## config.mk

```make
export PLATFORM = sky130hd
export DESIGN_NAME = imem_loader
export DESIGN_NICKNAME = d
export VERILOG_FILES = /design/src/rtl/imem_loader.sv
export SDC_FILE = /design/constraint.sdc
export NUM_CORES = 1
export LEC_CHECK = 0
export ABC_AREA = 0
export BUFFER_PORTS_ARGS = -buffer_cell sky130_fd_sc_hd__buf_2
export CORE_MARGIN = 3
export CORE_UTILIZATION = 34
export CTS_CLUSTER_SIZE = 30
export DETAILED_ROUTE_END_ITERATION = 6
export PLACE_DENSITY = 0.53
export SETUP_SLACK_MARGIN = 0.4
export SLEW_MARGIN = 10
export SYNTH_ARGS = -nofsm -noshare
export SYNTH_HDL_FRONTEND = slang
export SYNTH_SLANG_ARGS = --single-unit
```

## constraint.sdc

```tcl
create_clock -name clk -period 2.3 [get_ports clk]
set_clock_uncertainty 0.05 [all_clocks]
set_input_delay 0.115 -clock clk [delete_from_list [all_inputs] [get_ports clk]]
set_output_delay 0.115 -clock clk [all_outputs]
set_load 0.05 [all_outputs]
```

## src/rtl/imem_loader.sv

```systemverilog
// imem_loader: framed byte-stream boot loader for the byte-wide instruction memory.
// Optional readback check after a good checksum: define IMEM_LOADER_READBACK_EN.
module imem_loader #(
  parameter int ADDR_BUS_WIDTH = 16,
  parameter int LEN_WIDTH      = 16
) (
  input  logic                      clk,
  input  logic                      rst_n,
  input  logic                      start,
  input  logic                      in_valid,
  input  logic [7:0]                in_data,
  output logic                      in_ready,
  output logic                      mem_we,
  output logic [ADDR_BUS_WIDTH-1:0] mem_addr,
  output logic [7:0]                mem_wdata,
  input  logic [7:0]                mem_rdata,
  output logic                      cpu_stall,
  output logic                      done,
  output logic                      error
);

  typedef enum logic [3:0] {
    IDLE,
    HDR_A1,
    HDR_A0,
    HDR_L1,
    HDR_L0,
    DATA,
    CSUM,
    VERIFY,
    FIN_OK,
    FIN_ERR
  } state_t;

  state_t state;
  state_t nxt;

  logic                      acc;
  logic [7:0]                hi;
  logic [7:0]                sum;
  logic [ADDR_BUS_WIDTH-1:0] addr;
  logic [LEN_WIDTH-1:0]      count;
  logic [ADDR_BUS_WIDTH-1:0] hdr_addr;
  logic [LEN_WIDTH-1:0]      hdr_len;

  // header fields arrive big-endian; width casts truncate or extend
  assign hdr_addr = ADDR_BUS_WIDTH'({hi, in_data});
  assign hdr_len  = LEN_WIDTH'({hi, in_data});
  assign acc      = in_valid & in_ready;

`ifdef IMEM_LOADER_READBACK_EN
  logic [ADDR_BUS_WIDTH-1:0] base;
  logic [LEN_WIDTH-1:0]      len;
  logic [7:0]                rsum;
  logic [7:0]                rsum_nx;

  assign rsum_nx = rsum + mem_rdata;
`else
  logic unused_rdata;

  assign unused_rdata = ^mem_rdata;
`endif

  always_ff @(posedge clk or negedge rst_n) begin
    if (!rst_n) begin
      state <= IDLE;
    end else begin
      state <= nxt;
    end
  end

  always_comb begin
    nxt = state;
    unique case (state)
      IDLE: begin
        if (start) nxt = HDR_A1;
      end
      HDR_A1: begin
        if (acc) nxt = HDR_A0;
      end
      HDR_A0: begin
        if (acc) nxt = HDR_L1;
      end
      HDR_L1: begin
        if (acc) nxt = HDR_L0;
      end
      HDR_L0: begin
        if (acc) begin
          if (hdr_len == '0) nxt = CSUM;
          else nxt = DATA;
        end
      end
      DATA: begin
        if (acc && count == LEN_WIDTH'(1)) nxt = CSUM;
      end
      CSUM: begin
        if (acc) begin
          if (in_data != sum) nxt = FIN_ERR;
`ifdef IMEM_LOADER_READBACK_EN
          else if (len != '0) nxt = VERIFY;
`endif
          else nxt = FIN_OK;
        end
      end
      VERIFY: begin
`ifdef IMEM_LOADER_READBACK_EN
        if (count == LEN_WIDTH'(1)) begin
          if (rsum_nx == sum) nxt = FIN_OK;
          else nxt = FIN_ERR;
        end
`else
        nxt = IDLE;
`endif
      end
      FIN_OK:  nxt = IDLE;
      FIN_ERR: nxt = IDLE;
      default: nxt = IDLE;
    endcase
  end

  always_comb begin
    in_ready = 1'b0;
    unique case (state)
      HDR_A1, HDR_A0,
      HDR_L1, HDR_L0,
      DATA, CSUM: in_ready = 1'b1;
      default:    in_ready = 1'b0;
    endcase
  end

  always_ff @(posedge clk or negedge rst_n) begin
    if (!rst_n) begin
      mem_we    <= 1'b0;
      mem_addr  <= '0;
      mem_wdata <= '0;
      cpu_stall <= 1'b0;
      done      <= 1'b0;
      error     <= 1'b0;
      hi        <= '0;
      sum       <= '0;
      addr      <= '0;
      count     <= '0;
`ifdef IMEM_LOADER_READBACK_EN
      base      <= '0;
      len       <= '0;
      rsum      <= '0;
`endif
    end else begin
      mem_we <= 1'b0;
      unique case (1'b1)
        (state == IDLE): begin
          if (start) begin
            done      <= 1'b0;
            error     <= 1'b0;
            sum       <= '0;
            cpu_stall <= 1'b1;
          end
        end
        (state == HDR_A1): begin
          if (acc) hi <= in_data;
        end
        (state == HDR_A0): begin
          if (acc) begin
            addr <= hdr_addr;
`ifdef IMEM_LOADER_READBACK_EN
            base <= hdr_addr;
`endif
          end
        end
        (state == HDR_L1): begin
          if (acc) hi <= in_data;
        end
        (state == HDR_L0): begin
          if (acc) begin
            count <= hdr_len;
`ifdef IMEM_LOADER_READBACK_EN
            len   <= hdr_len;
`endif
          end
        end
        (state == DATA): begin
          // write lands one cycle after the accept
          if (acc) begin
            mem_we    <= 1'b1;
            mem_addr  <= addr;
            mem_wdata <= in_data;
            sum       <= sum + in_data;
            addr      <= addr + 1'b1;
            count     <= count - 1'b1;
          end
        end
`ifdef IMEM_LOADER_READBACK_EN
        (state == CSUM): begin
          if (acc) begin
            mem_addr <= base;
            count    <= len;
            rsum     <= '0;
          end
        end
        (state == VERIFY): begin
          rsum     <= rsum_nx;
          mem_addr <= mem_addr + 1'b1;
          count    <= count - 1'b1;
        end
`endif
        (state == FIN_OK): begin
          done      <= 1'b1;
          cpu_stall <= 1'b0;
        end
        (state == FIN_ERR): begin
          error     <= 1'b1;
          cpu_stall <= 1'b0;
        end
        default: begin
        end
      endcase
    end
  end

endmodule

```

==> summary.txt <==
Floorplanning
  • Row cnt: 39
  • Ports: 49
  • Chip Height: 117 um
  • Full die area: 13700 sq um
  • DIE WIDTH: 117 um
  • Core region area: 11700 sq um
  • Initial core utilization: 35.8%

Power and ir drop
  • Post-layout power: 0.00753 W
  • Peak VDD IR: 0.922 mV
  • P per Cell Area: approximately 1400 nW/um^2
  • Leakage: 2.30 nW

Yosys
  • Ys async rst share: 100%
  • Seq/Total Area, Yosys: a little under half
  • Distinct cell type count after synthesis: 54
  • Syn Std Cell Area: 4190 sq um
  • Avg Cell Area, Syn: 9.65 sq um
  • Area contributors post-synth: dfrtp_1 48%, mux2_2 8.1%, o21ai_0 4.7%
  • Primary FF master, synth: dfrtp_1
  • Syn Inst Count: 434
  • Synth top cells by count: 80 x dfrtp_1, 43 x nand2_1, 39 x o21ai_0
  • Synthesized flop and latch total: 80
  • Syn_nets: 465
  • YS warnings: 0
  • Top-count cell post-synth: dfrtp_1
  • Number of synthesized flops with an enable pin: 0
  • Largest area contributor in the netlist: dfrtp_1
  • Top cell type's share of synthesized area: 47.8%

Run status
  • Outcome: finished, violations left
  • Failing checks: negative setup slack

Worst setup path
  • Critical Path AT: 2.57 ns
  • Max incr delay on CP: 0.53 ns
  • Worst R2R Start: count[10]
  • Number of buffers and inverters on the critical path: 0
  • Worst path slowest cell: or4_4
  • Crit-path max FO: 2
  • CP Launch Type: register
  • Kind of end point of the critical path: register
  • Req. time, crit path: 2.48 ns
  • Top Family by Delay on Critical Path: simple AND/OR/NAND/NOR gates
  • R2R Path End: state[0]
  • WS Path Type: reg2reg
  • R2r worst-path depth: 5
  • Most numerous cell on the critical path: or4_4
  • R2R Setup Slk: -0.1 ns
  • Crit path cell chain: or4_4, or4_4, or3_4, a32oi_4, mux2_4

Run
  • Max-cap violations: 0

STA
  • Unrepaired setup endpoints after global routing: yes
  • Final setup fails: 2
  • Final Hold Slack: slightly above 0.07 ns
  • Pins Over Slew Limit: 0
  • Post-route setup TNS: -0.146 ns
  • Achievable clock frequency: between 400 and 500 MHz
  • Least-Margin Pin Slew: 0.565 ns
  • Final WS setup: -0.0989 ns
  • Min Tclk post-route: 2.40 ns
  • Tcrit/Tclk final: 104%
  • Slew headroom: 62.3%
  • Final Hold Vio Count: 0

CTS
  • CTS tree: built
  • Clock transition at path regs: roughly 0.060 ns
  • Latest clock arrival within the worst-skew pair: about 0.34 ns
  • CTS Buf Count: 9
  • Root Buffer Master: clkbuf_16
  • Clock Sinks: 80
  • Max clock buf depth: 2
  • H-tree levels: 3

Hold path
  • Class of the worst hold path: in2reg
  • Hold Path Origin: in_data[1]
  • Worst Hold End: hi[1]
  • WHS Path Cells: 2

Route
  • DRC Markers: 0
  • Wirelength per Cell: 17.5 um
  • Via count: 3569
  • Vias per std cell: 5.55
  • Post-route ant nets: 0
  • 1st-pass router iterations: 5
  • DR iter-0 viols: 180
  • Total wire length: 11.3 mm

Place
  • Pre-CTS setup slack: -0.106 ns
  • HPWL Detailed: 7.59 mm
  • GP Congestion: 0.841
  • DP Area: 4710 sq um
  • I/O Buffers: 40

Cells and area
  • Nets: 526
  • Multi-input logic area: 2190 sq um
  • Post-route cell area: 5230 sq um
  • Fillers: approximately 1100
  • Antenna cells: 0
  • Area grow syn2layout: 24.9%
  • Reg area: about 2000 sq um
  • Share of cells above drive strength 1: 30.4%

Global route
  • Antenna violations before repair: 0
  • Largest net degree at the start of global routing: 42
  • Vias in the first global route: 3566
  • Global-route wire length before repair: 18.5 mm
  • Total GRT Usage: roughly 18%
  • Grt ovf: 0
==> what timing repair did <==
action | 4_1_cts | 5_1_grt
pin swaps | 12 | 6
hold endpoints to repair | 39 | 0
gates resized for setup | 13 | 22
setup endpoints to repair | 13 | 44
hold buffers | 1 | 0
setup buffers | 9 | 1
==> metal layers <==
metal	vias to the layer above	wire (um)	share of wire (%)	track usage [%]
met4	0	191	1.7	6.80
li1	1703	-	-	-
met1	1763	5360	48	24.7
met3	15	427	3.8	2.62
met5	-	0	0	0
met2	88	5280	47	27.3
==> logic make-up (layout without fill, tap and decap cells) <==
logic type	Yosys count	after routing	share of synthesized area [%]
AOI/OAI and AO/OA	132	132	19.9
xor gates and xnor gates	4	4	0.836
adders and majority gates	12	12	3.70
buffers and inverters	39	105	3.52
DFF	80	80	47.8
muxes	33	33	8.78
and+or+nand+nor	134	134	15.4
==> state kept, by name, summed over array words and instances (netlist names) <==
register,count
addr,16
mem_addr,16
count,16
sum,8
mem_wdata,8
state,4
mem_we,1
error,1
hi,8
done,1
cpu_stall,1
==> power breakdown <==
group	switching, W	internal (W)	leakage, nW	total [W]
combinational	0.00216	0.00134	1.18	0.00350
sequential	0.000573	0.00205	0.976	0.00263
clock	0.000607	0.000796	0.139	0.00140
total	0.00334	0.00419	2.30	0.00753
==> worst max-delay path by stage <==
stage	start	to	slack [ns]	depth (start not counted)
2_1_floorplan	count[10]	state[0]	-0.05	5
3_3_place_gp	count[10]	state[0]	-0.08	5
3_5_place_dp	count[10]	state[0]	-0.11	5
4_1_cts	count[10]	state[0]	-0.06	5
5_1_grt	count[10]	state[0]	-0.14	5
6_report	count[10]	state[0]	-0.1	5
==> stage by stage <==
step	std cells	util, %
floorplan	434	-
global placement	616	40.2
detailed placement	616	40.2
CTS	642	43.9
global route	643	44.7
finish	643	44.7
==> placed cells by master (no fill, tap or decap), types with 11 or more instances in the layout <==
cell type / n
a21oi_1: 37
buf_2: 39
buf_4: 27
dfrtp_1: 77
inv_1: 13
mux2_2: 29
nand2_1: 43
nand3_1: 11
nor2_1: 31
o21ai_0: 35
==> cell type report <==
type	count	area share [%]
Tap cell	143	3.42
Clock inverter	5	0.717
Inverter	14	1.00
Multi-Input combinational cell	315	41.9
Clock buffer	11	4.83
Timing Repair Buffer	75	9.85
Sequential cell	80	38.3
(Power assumes the default switching activity.)
